**src/rtl/fifo_arbiter_pkg.sv**
```systemverilog
// Shared definitions for the FIFO write-port arbiter: state encoding and
// default geometry of the attached FIFO.
package fifo_arbiter_pkg;

   localparam int DEF_N        = 4;
   localparam int DEF_WIDTH    = 8;
   localparam int DEF_DEPTH    = 8;
   localparam int DEF_ADDR_LEN = 3;

   // Controller state, also exported on state_o.
   typedef enum logic [1:0] {
      ST_IDLE  = 2'd0,
      ST_RUN   = 2'd1,
      ST_FLUSH = 2'd2
   } state_t;

endpackage

```
**src/rtl/fifo_arbiter_if.sv**
```systemverilog
// Bundle of the producer/consumer handshakes and FIFO control lines around
// the arbiter. The slave side is the arbiter itself; the master side is the
// surrounding pipeline (producers, consumer, and FIFO).
interface fifo_arbiter_if
   import fifo_arbiter_pkg::*;
#(
   parameter int N        = DEF_N,
   parameter int WIDTH    = DEF_WIDTH,
   parameter int ADDR_LEN = DEF_ADDR_LEN
);

   logic                  enable_i;
   logic                  flush_i;
   logic [N-1:0]          req_valid_i;
   logic [N*WIDTH-1:0]    req_data_i;
   logic [N-1:0]          req_ready_o;
   logic                  pop_i;
   logic                  pop_valid_o;
   logic                  fifo_wr_o;
   logic [WIDTH-1:0]      fifo_data_o;
   logic                  fifo_rd_o;
   logic [ADDR_LEN:0]     count_o;
   logic                  full_o;
   logic                  empty_o;
   state_t                state_o;

   modport slave (
      input  enable_i, flush_i, req_valid_i, req_data_i, pop_i,
      output req_ready_o, pop_valid_o, fifo_wr_o, fifo_data_o, fifo_rd_o,
             count_o, full_o, empty_o, state_o
   );

   modport master (
      output enable_i, flush_i, req_valid_i, req_data_i, pop_i,
      input  req_ready_o, pop_valid_o, fifo_wr_o, fifo_data_o, fifo_rd_o,
             count_o, full_o, empty_o, state_o
   );

endinterface

```
**src/rtl/fifo_arbiter_rr_arbiter.sv**
```systemverilog
// Combinational round-robin picker: starting at ptr and wrapping modulo N,
// the first asserted request wins. Produces a one-hot grant plus its index.
module rr_arbiter #(
   parameter int N     = 4,
   parameter int PTR_W = (N > 1) ? $clog2(N) : 1
) (
   input  logic [N-1:0]     req,
   input  logic [PTR_W-1:0] ptr,
   output logic [N-1:0]     grant,
   output logic [PTR_W-1:0] grant_idx,
   output logic             grant_any
);

   localparam logic [PTR_W:0] N_C = (PTR_W+1)'(N);

   logic [PTR_W:0] pos_sum;

   // Scan N positions from ptr; one extra bit on pos_sum absorbs ptr+k < 2N.
   always_comb begin
      grant     = '0;
      grant_idx = '0;
      grant_any = 1'b0;
      pos_sum   = '0;
      for (int k = 0; k < N; k++) begin
         pos_sum = {1'b0, ptr} + (PTR_W+1)'(k);
         if (pos_sum >= N_C) begin
            pos_sum = pos_sum - N_C;
         end
         if (!grant_any && req[pos_sum[PTR_W-1:0]]) begin
            grant[pos_sum[PTR_W-1:0]] = 1'b1;
            grant_idx                 = pos_sum[PTR_W-1:0];
            grant_any                 = 1'b1;
         end
      end
   end

endmodule

```
**src/rtl/fifo_arbiter.sv**
```systemverilog
// Round-robin write-port arbiter and occupancy tracker for a shared FIFO.
// Grants are combinational from the request vector and registered state;
// occupancy is tracked locally so the FIFO is never overrun or underrun.
// A flush drains every stored entry without reporting any as valid.
module fifo_arbiter
   import fifo_arbiter_pkg::*;
#(
   parameter int N        = DEF_N,
   parameter int WIDTH    = DEF_WIDTH,
   parameter int DEPTH    = DEF_DEPTH,
   parameter int ADDR_LEN = DEF_ADDR_LEN
) (
   input  logic           clk_i,
   input  logic           reset_i,
   fifo_arbiter_if.slave  bus
);

   localparam int               PTR_W   = (N > 1) ? $clog2(N) : 1;
   localparam logic [ADDR_LEN:0] DEPTH_C = (ADDR_LEN+1)'(DEPTH);
   localparam logic [PTR_W-1:0]  LAST_C  = PTR_W'(N-1);

   state_t                       state_reg;
   logic                         pop_valid_reg;
   logic [PTR_W-1:0]             rr_ptr_reg;
   logic [PTR_W-1:0]             rr_ptr_next;
   logic [ADDR_LEN:0]            count_reg;
   logic [ADDR_LEN:0]            count_next;

   logic                         grant_en;
   logic [N-1:0]                 req_gated;
   logic [N-1:0]                 grant;
   logic [PTR_W-1:0]             grant_idx;
   logic                         grant_any;
   logic                         fifo_rd;
   logic [N-1:0][WIDTH-1:0]      data_masked;
   logic [WIDTH-1:0]             data_mux;

   // Grants only while running, not in the flush cycle, and never when full
   // (a same-cycle pop does not free a slot for the writer).
   assign grant_en  = (state_reg == ST_RUN) && !bus.flush_i && (count_reg < DEPTH_C);
   assign req_gated = bus.req_valid_i & {N{grant_en}};

   rr_arbiter #(
      .N     (N),
      .PTR_W (PTR_W)
   ) u_rr_arbiter (
      .req       (req_gated),
      .ptr       (rr_ptr_reg),
      .grant     (grant),
      .grant_idx (grant_idx),
      .grant_any (grant_any)
   );

   // AND-OR data mux keyed by the one-hot grant; yields zero with no grant.
   for (genvar gi = 0; gi < N; gi++) begin : g_data_mask
      assign data_masked[gi] = bus.req_data_i[gi*WIDTH +: WIDTH] & {WIDTH{grant[gi]}};
   end

   // OR-reduce the masked request slices onto the FIFO write data.
   always_comb begin
      data_mux = '0;
      for (int k = 0; k < N; k++) begin
         data_mux = data_mux | data_masked[k];
      end
   end

   // Reads never hit an empty FIFO; during a flush the drain ignores pop_i.
   assign fifo_rd = (count_reg != '0) && ((state_reg == ST_FLUSH) || bus.pop_i);

   // Pointer moves past the winner only when a grant was made.
   always_comb begin
      rr_ptr_next = rr_ptr_reg;
      if (grant_any) begin
         rr_ptr_next = (grant_idx == LAST_C) ? '0 : grant_idx + 1'b1;
      end
   end

   // Occupancy follows write minus read; guards keep it within 0..DEPTH.
   always_comb begin
      count_next = count_reg;
      case ({grant_any, fifo_rd})
         2'b10:   count_next = count_reg + 1'b1;
         2'b01:   count_next = count_reg - 1'b1;
         default: count_next = count_reg;
      endcase
   end

   // Control FSM with its registered pop_valid output; flush wins over all.
   always_ff @(posedge clk_i or posedge reset_i) begin
      if (reset_i) begin
         state_reg     <= ST_IDLE;
         pop_valid_reg <= 1'b0;
      end else begin
         pop_valid_reg <= fifo_rd && (state_reg != ST_FLUSH) && !bus.flush_i;
         if (bus.flush_i) begin
            state_reg <= ST_FLUSH;
         end else begin
            case (state_reg)
               ST_IDLE:  if (bus.enable_i)       state_reg <= ST_RUN;
               ST_RUN:   if (!bus.enable_i)      state_reg <= ST_IDLE;
               ST_FLUSH: if (count_reg == '0)    state_reg <= ST_IDLE;
               default:                          state_reg <= ST_IDLE;
            endcase
         end
      end
   end

   // Round-robin pointer and occupancy counter.
   always_ff @(posedge clk_i or posedge reset_i) begin
      if (reset_i) begin
         rr_ptr_reg <= '0;
         count_reg  <= '0;
      end else begin
         rr_ptr_reg <= rr_ptr_next;
         count_reg  <= count_next;
      end
   end

   assign bus.req_ready_o = grant;
   assign bus.fifo_wr_o   = grant_any;
   assign bus.fifo_data_o = data_mux;
   assign bus.fifo_rd_o   = fifo_rd;
   assign bus.pop_valid_o = pop_valid_reg;
   assign bus.count_o     = count_reg;
   assign bus.full_o      = (count_reg == DEPTH_C);
   assign bus.empty_o     = (count_reg == '0);
   assign bus.state_o     = state_reg;

endmodule
```
**src/flat_wrapper.sv**
```systemverilog
// flat-port wrapper written by rule: the top's interface ports become plain ports
module fifo_arbiter_flat import fifo_arbiter_pkg::*;
#(
   parameter int N        = DEF_N,
   parameter int WIDTH    = DEF_WIDTH,
   parameter int DEPTH    = DEF_DEPTH,
   parameter int ADDR_LEN = DEF_ADDR_LEN
)
  (clk_i, reset_i, bus_enable_i, bus_flush_i, bus_req_valid_i, bus_req_data_i, bus_pop_i, bus_req_ready_o, bus_pop_valid_o, bus_fifo_wr_o, bus_fifo_data_o, bus_fifo_rd_o, bus_count_o, bus_full_o, bus_empty_o, bus_state_o);
  fifo_arbiter_if #(.N(N), .WIDTH(WIDTH), .ADDR_LEN(ADDR_LEN)) bus_i ();
  input  logic clk_i;
  input  logic reset_i;
  input wire logic [$bits(bus_i.enable_i)-1:0] bus_enable_i;
  input wire logic [$bits(bus_i.flush_i)-1:0] bus_flush_i;
  input wire logic [$bits(bus_i.req_valid_i)-1:0] bus_req_valid_i;
  input wire logic [$bits(bus_i.req_data_i)-1:0] bus_req_data_i;
  input wire logic [$bits(bus_i.pop_i)-1:0] bus_pop_i;
  output wire logic [$bits(bus_i.req_ready_o)-1:0] bus_req_ready_o;
  output wire logic [$bits(bus_i.pop_valid_o)-1:0] bus_pop_valid_o;
  output wire logic [$bits(bus_i.fifo_wr_o)-1:0] bus_fifo_wr_o;
  output wire logic [$bits(bus_i.fifo_data_o)-1:0] bus_fifo_data_o;
  output wire logic [$bits(bus_i.fifo_rd_o)-1:0] bus_fifo_rd_o;
  output wire logic [$bits(bus_i.count_o)-1:0] bus_count_o;
  output wire logic [$bits(bus_i.full_o)-1:0] bus_full_o;
  output wire logic [$bits(bus_i.empty_o)-1:0] bus_empty_o;
  output wire logic [$bits(bus_i.state_o)-1:0] bus_state_o;
  assign bus_i.enable_i = bus_enable_i;
  assign bus_i.flush_i = bus_flush_i;
  assign bus_i.req_valid_i = bus_req_valid_i;
  assign bus_i.req_data_i = bus_req_data_i;
  assign bus_i.pop_i = bus_pop_i;
  assign bus_req_ready_o = bus_i.req_ready_o;
  assign bus_pop_valid_o = bus_i.pop_valid_o;
  assign bus_fifo_wr_o = bus_i.fifo_wr_o;
  assign bus_fifo_data_o = bus_i.fifo_data_o;
  assign bus_fifo_rd_o = bus_i.fifo_rd_o;
  assign bus_count_o = bus_i.count_o;
  assign bus_full_o = bus_i.full_o;
  assign bus_empty_o = bus_i.empty_o;
  assign bus_state_o = bus_i.state_o;
  fifo_arbiter #(.N(N), .WIDTH(WIDTH), .DEPTH(DEPTH), .ADDR_LEN(ADDR_LEN)) u_core (.clk_i(clk_i), .reset_i(reset_i), .bus(bus_i));
endmodule
```
**config.mk**
```make
export PLATFORM = sky130hd
export DESIGN_NAME = fifo_arbiter_flat
export DESIGN_NICKNAME = d
export VERILOG_FILES = /design/src/rtl/fifo_arbiter_pkg.sv /design/src/rtl/fifo_arbiter_if.sv /design/src/rtl/fifo_arbiter_rr_arbiter.sv /design/src/rtl/fifo_arbiter.sv /design/src/flat_wrapper.sv
export SDC_FILE = /design/constraint.sdc
export NUM_CORES = 1
export LEC_CHECK = 0
export ABC_AREA = 1
export BUFFER_PORTS_ARGS = -buffer_cell sky130_fd_sc_hd__buf_2
export CORE_MARGIN = 8
export CORE_UTILIZATION = 51
export DETAILED_ROUTE_END_ITERATION = 8
export PLACE_DENSITY = 0.88
export SYNTH_ARGS = -nofsm -noshare
export SYNTH_HDL_FRONTEND = slang
export SYNTH_SLANG_ARGS = --single-unit
```
**constraint.sdc**
```tcl
create_clock -name clk_i -period 7.7 [get_ports clk_i]
set_clock_uncertainty 0.2 [all_clocks]
set_input_delay 1.54 -clock clk_i [delete_from_list [all_inputs] [get_ports clk_i]]
set_output_delay 1.54 -clock clk_i [all_outputs]
set_load 0.005 [all_outputs]
```
==> run summary, run 1 <==
status - completed
Post-Syn Area - 1390 um^2
Resized cells post-CTS - 0
drt via density - 4.88
CTS root buf - clkbuf_4
fillers - 248
crit start category - input port
Post-Synthesis Cells - 214
via count - 1523
final instance area - 1770 um^2
most common cell after layout, fill and taps aside - nand2_1
later-pin clock latency in the skew report - 0.27 ns
placed insts - 308
Reg clk slew, reported paths - 0.07 ns
reg-to-reg slack, setup - 4.06 ns
Initial Util - 52.3%
total of max-cap violations - 0
die area - 4660 um^2
hold path depth - 1
CTS Hold Buffers Added - 0
RSZ-0062 raised after global routing - no
Post-Place Cell Area - 1750 um^2
Max clock buf depth - 2
total chip power - 967 uW
Power Density - 545 nW/um^2
WHS - 0.340 ns
post-synth top area share - 25.3%
Tcrit/Tclk final - 63.1%
crit path max fanout - 9
largest net degree at the start of global routing - 12
area delta synth->final - 27.4%
CTS tree - done
CP required - 5.96 ns
Tmin final - 4.86 ns
Peak VDD IR - 0.418 mV
Critical Path AT - 3.12 ns
cell accounting for the most synthesized area - nand2_1
Setup Buffers After CTS - 0
PortBufs - 63
Remaining DRCs - 0
Fin Setup TNS - 0 ns
Yosys cell types - 27
CP Capture Type - primary output
setup slack after layout - 2.84 ns
largest cells by area after synthesis - nand2_1, dfrtp_1, inv_1, ha_1, nand4_2
total clock buffers created by CTS - 3
Hold Crit Start - u_core.bus.count_o[0]
Die W - 68.3 um
routability cong. - 0.880
Achievable Freq - 206 MHz
YS warnings - 0
# diodes - 0
post-route ant nets - 0
core area - 2660 um^2
kind of critical path - input port to primary output
share of cells above drive strength 1 - 35.6%
initial drt markers - 57
antenna violations before repair - 0
Final Hold Fails - 0
Slew @ Worst Pin - 0.503 ns
Post-Syn Area per Cell - 6.51 um^2
Worst Hold Class - register to register
end of the worst hold path - u_core.bus.count_o[0]
WL final - 3690 um
detailed placement HPWL - 3080 um
final core occ - 66.6%
IO Pins - 64
synthesized flop and latch total - 9
Non-Filler Instances - 312
number of iterations in the first detailed-routing pass - 4
worst flop-to-flop path endpoint - u_core.bus.count_o[3]
Leak - 1.13 nW
Mapped Nets - 265
register area share after synthesis - 16.2%
global route overflow - 0
clk sink count - 9
Worst Reg-to-Reg Cells - 17
most frequent cells in the layout - nand2_1, buf_2, inv_1
Tot GR Track Use - 16.0%
first-pass GRT wire length - 6020 um
nets@finish - 333
Wirelength per Cell - 11.8 um
H-tree Lvls - 1
Slew Limit Fails - 0
worst slew margin relative to its limit - 66.1%
Die H - 68.3 um
pre-CTS setup slack - 2.84 ns
final setup fails - 0
row count - 19
via count of the first global-routing pass - 1384
-- area by class of cell --
| class | instances | area, um^2 | area share, % |
|---|---|---|---|
| repair buffers | 63 | 315 | 17.8 |
| inverters | 34 | 128 | 7.19 |
| multi-input cells | 171 | 1040 | 58.6 |
| clock buffers | 3 | 22.5 | 1.27 |
| well taps | 31 | 38.8 | 2.19 |
| clock inverters | 1 | 5.00 | 0.282 |
| flip-flops and latches | 9 | 225 | 12.7 |
-- worst max path at each step --
| stage | from | to | slack [ns] | cells past startpoint |
|---|---|---|---|---|
| 3_3_place_gp | bus_flush_i | bus_fifo_data_o[6] | 2.92 | 13 |
| 3_5_place_dp | bus_flush_i | bus_fifo_data_o[4] | 2.84 | 13 |
| 5_1_grt | bus_flush_i | bus_fifo_data_o[7] | 2.64 | 13 |
| 6_report | bus_flush_i | bus_fifo_data_o[4] | 2.84 | 13 |
| 4_1_cts | bus_flush_i | bus_fifo_data_o[4] | 2.84 | 13 |
| 2_1_floorplan | bus_flush_i | bus_fifo_data_o[0] | 3.28 | 13 |
-- Yosys cell counts --
library cell / count
a2111oi_0: 1
dfrtp_1: 9
nand4_2: 8
inv_1: 32
nand3_1: 10
nor4_1: 2
xnor2_1: 1
o21ai_2: 1
nand2_2: 7
or2_2: 1
fa_1: 1
nand3b_1: 1
xor2_1: 3
a21oi_1: 1
nand2_1: 94
ha_1: 9
nor3_1: 2
a211oi_1: 1
inv_2: 2
nand2_4: 7
nor2_4: 2
nor2_8: 1
o21ai_0: 5
nand4_1: 2
nor2_1: 6
o21bai_1: 1
nand3_4: 4
-- layer usage --
layer	share of wire [%]	track usage, %	up-vias
li1	-	-	808
met1	41	19.2	687
met2	55	28.6	23
met3	2.9	1.96	5
met4	1.2	5.37	0
met5	0	0	-
-- power by group --
group	leakage, nW	internal [mW]	switching, mW
clock network	0.0177	0.0192	0.0186
registers	0.109	0.0703	0.0341
logic	1.01	0.312	0.513
-- cell families (layout without fill, tap and decap cells) --
group / Yosys count / in the layout / share of synthesized area, %
DFF: 9 / 9 / 16.2
xor gates and xnor gates: 4 / 4 / 2.52
AOI/OAI and AO/OA: 10 / 10 / 4.49
buffers and inverters: 34 / 101 / 9.16
adders and majority gates: 10 / 10 / 9.52
and+or+nand+nor: 147 / 147 / 58.1
-- critical path: stages --
cell and delay [ns]:
buf_2 0.13, nor2_4 0.14, nand4_2 0.12, nand2_1 0.10
nand2_1 0.10, o21ai_2 0.32, nand4_2 0.19, nand3_4 0.14
nand2_1 0.06, nand2_1 0.07, inv_1 0.04, nand2_1 0.06
buf_2 0.11
(Power assumes the default switching activity.)
==> inputs of run 2 (changes only) <==
--- a/config.mk
+++ b/config.mk
@@ -5,12 +5,12 @@
 export SDC_FILE = /design/constraint.sdc
 export NUM_CORES = 1
 export LEC_CHECK = 0
-export ABC_AREA = 1
+export ABC_AREA = 0
 export BUFFER_PORTS_ARGS = -buffer_cell sky130_fd_sc_hd__buf_2
 export CORE_MARGIN = 8
-export CORE_UTILIZATION = 51
+export CORE_UTILIZATION = 46
 export DETAILED_ROUTE_END_ITERATION = 8
-export PLACE_DENSITY = 0.88
+export PLACE_DENSITY = 0.8
 export SYNTH_ARGS = -nofsm -noshare
 export SYNTH_HDL_FRONTEND = slang
 export SYNTH_SLANG_ARGS = --single-unit
==> constraint.sdc (replaced) <==
create_clock -name clk_i -period 4.15 [get_ports clk_i]
set_clock_uncertainty 0.2 [all_clocks]
set_input_delay 0.83 -clock clk_i [delete_from_list [all_inputs] [get_ports clk_i]]
set_output_delay 0.83 -clock clk_i [all_outputs]
set_load 0.005 [all_outputs]
==> run summary, run 2 <==
CTS tree - done
Peak VDD IR - 0.323 mV (-23%)
Power Density - 320 nW/um^2 (-41%)
CP required - 3.12 ns (-2.84 ns)
Final Hold Fails - 0 (unchanged)
Leak - 1.11 nW (-2.2%)
Synth Flop Type - dfrtp_1
final instance area - 2170 um^2 (+22%)
crit path max fanout - 9 (unchanged)
total of max-cap violations - 0 (unchanged)
Critical Path AT - 3.00 ns (-0.12 ns)
global route overflow - 0 (unchanged)
Yosys cell types - 50 (+85%)
Worst Reg-to-Reg Cells - 10 (-7)
first-pass GRT wire length - 9240 um (+53%)
worst flop-to-flop path endpoint - u_core.bus.count_o[3]
cell accounting for the most synthesized area - a22oi_1
later-pin clock latency in the skew report - 0.23 ns (-0.04 ns)
EDFF count, synth - 0 (unchanged)
core area - 3630 um^2 (+36%)
worst slew margin relative to its limit - 48.4% (-18 points)
Wirelength per Cell - 16.6 um (+41%)
WHS - 0.319 ns (-0.0211 ns)
crit start category - register
nets@finish - 342 (+2.7%)
post-synth top area share - 15.7% (-9.7 points)
Fin Setup TNS - 0 ns (unchanged)
detailed placement HPWL - 4220 um (+37%)
Slew Limit Fails - 0 (unchanged)
CP Capture Type - primary output
Hold Crit Start - u_core.bus.state_o[1]
status - completed
Slew @ Worst Pin - 0.766 ns (+0.262 ns)
# diodes - 0 (unchanged)
via count - 2149 (+41%)
Remaining DRCs - 0 (unchanged)
total clock buffers created by CTS - 3 (unchanged)
synthesized flop and latch total - 9 (unchanged)
die area - 5970 um^2 (+28%)
final core occ - 59.8% (-6.9 points)
count leader, synth - a22oi_1
Initial Util - 47.5% (-4.8 points)
share of cells above drive strength 1 - 29.7% (-5.9 points)
Tmin final - 4.03 ns
area delta synth->final - 25.8%
reg-to-reg slack, setup - 1.24 ns (-2.82 ns)
routability cong. - 0.907 (+3.1%)
number of iterations in the first detailed-routing pass - 5 (+1)
Mapped Nets - 281 (+6.0%)
YS warnings - 0 (unchanged)
Tot GR Track Use - 17.7% (+1.7 points)
clk sink count - 9 (unchanged)
Worst Hold Class - register to register
kind of critical path - register to primary output
hold path depth - 1 (unchanged)
RSZ-0062 raised after global routing - no
PortBufs - 63 (unchanged)
Post-Place Cell Area - 2080 um^2 (+19%)
Die H - 77.3 um (+13%)
Post-Syn Area - 1730 um^2 (+24%)
post-route ant nets - 0 (unchanged)
Synth async-reset ratio - 100% (unchanged)
via count of the first global-routing pass - 2005 (+45%)
largest net degree at the start of global routing - 24 (+12)
final setup fails - 0 (unchanged)
largest cells by area after synthesis - a22oi_1, dfrtp_1, ha_1, a221o_1, inv_1
initial drt markers - 245 (+330%)
Post-Synthesis Cells - 230 (+7.5%)
end of the worst hold path - u_core.bus.state_o[0]
Die W - 77.3 um (+13%)
drt via density - 6.36 (+30%)
H-tree Lvls - 1 (unchanged)
Max clock buf depth - 2 (unchanged)
Synth top cells by count - a22oi_1, inv_1, nand2_1
row count - 22 (+3)
Post-Syn Area per Cell - 7.51 um^2 (+15%)
IO Pins - 64 (unchanged)
Tcrit/Tclk final - 97.1%
r2r startpoint - u_core.bus.state_o[1]
most common cell after layout, fill and taps aside - buf_2
Achievable Freq - 248 MHz
CTS root buf - clkbuf_8
most frequent cells in the layout - buf_2, a22oi_1, inv_1
WL final - 5620 um (+52%)
Reg clk slew, reported paths - 0.04 ns (-0.03 ns)
antenna violations before repair - 0 (unchanged)
total chip power - 696 uW (-28%)
register area share after synthesis - 13.0% (-3.1 points)
## run 2: cell types whose count changed after synthesis, moves of 8 or more
cell      previous run  this run
a211o_1              0         8
a21oi_1              1        14
a221o_1              0        10
a22oi_1              0        36
clkbuf_1             0        10
inv_1               32        23
nand2_1             94        18
nand4_2              8         0
o22ai_1              0        10
## run 2: power breakdown
group	total, mW	internal [mW]	switching, mW
Combinational	0.437	0.199	0.238
Clock	0.0996	0.0668	0.0328
Sequential	0.159	0.121	0.0383
## run 2: critical path: stages (launching register included)
cell     delay (ns)
dfrtp_1        0.33
inv_1          0.13
ha_4           0.36
mux2i_2        0.33
o22ai_1        0.13
a311o_1        0.34
a32o_1         0.39
a221o_1        0.39
a211o_1        0.23
buf_2          0.13
## run 2: layout make-up
class,instances,area (um^2)
well taps,48,60.1
multi-input cells,180,1360
fillers,348,1460
flip-flops and latches,9,225
inverters,24,90.1
clock buffers,4,45.0
repair buffers,73,390
## run 2: worst max path at each step
stage | from | to | slack, ns | cells after the start
final | u_core.rr_ptr_reg[1] | bus_fifo_data_o[0] | 0.12 | 9
after global routing | register | bus_fifo_data_o[0] | 0.006 | 9
after CTS | u_core.rr_ptr_reg[1] | bus_fifo_data_o[0] | 0.04 | 9
after detailed placement | bus_req_valid_i[2] | bus_fifo_data_o[3] | 0.25 | 8
after global placement | bus_req_valid_i[2] | bus_fifo_data_o[4] | 0.30 | 8
after floorplan | register | bus_fifo_data_o[0] | 0.1 | 11
## run 2: kinds of logic after synthesis
kind of cell,synth area share [%]
buf+inv,10.2
simple gates,17.8
compound gates,43.6
xor+xnor,2.54
mux,5.14
fa+ha+maj,7.68
flops,13.0
## run 2: what timing repair did
action,4_1_cts,5_1_grt
buffers inserted,0,1
hold buffers,0,0
setup endpoints to repair,0,8
resized for setup,0,5
## run 2: metrics by stage
step	worst slack, ns	instances
finish	0.120	338
detailed placement	0.251	333
CTS	0.0424	337
floorplan	0.0971	230
global placement	0.299	333
global route	0.00645	338
## run 2: metal layers
metal  part of all wire [%]  up-vias  wire length, um  track usage [%]
met2                     49      120             2730             29.7
met3                    8.1       16              457             3.73
met5                      0        -                0                0
met1                     41      999             2310             21.6
met4                    2.0        0              114             6.04
li1                       -     1014                -                -
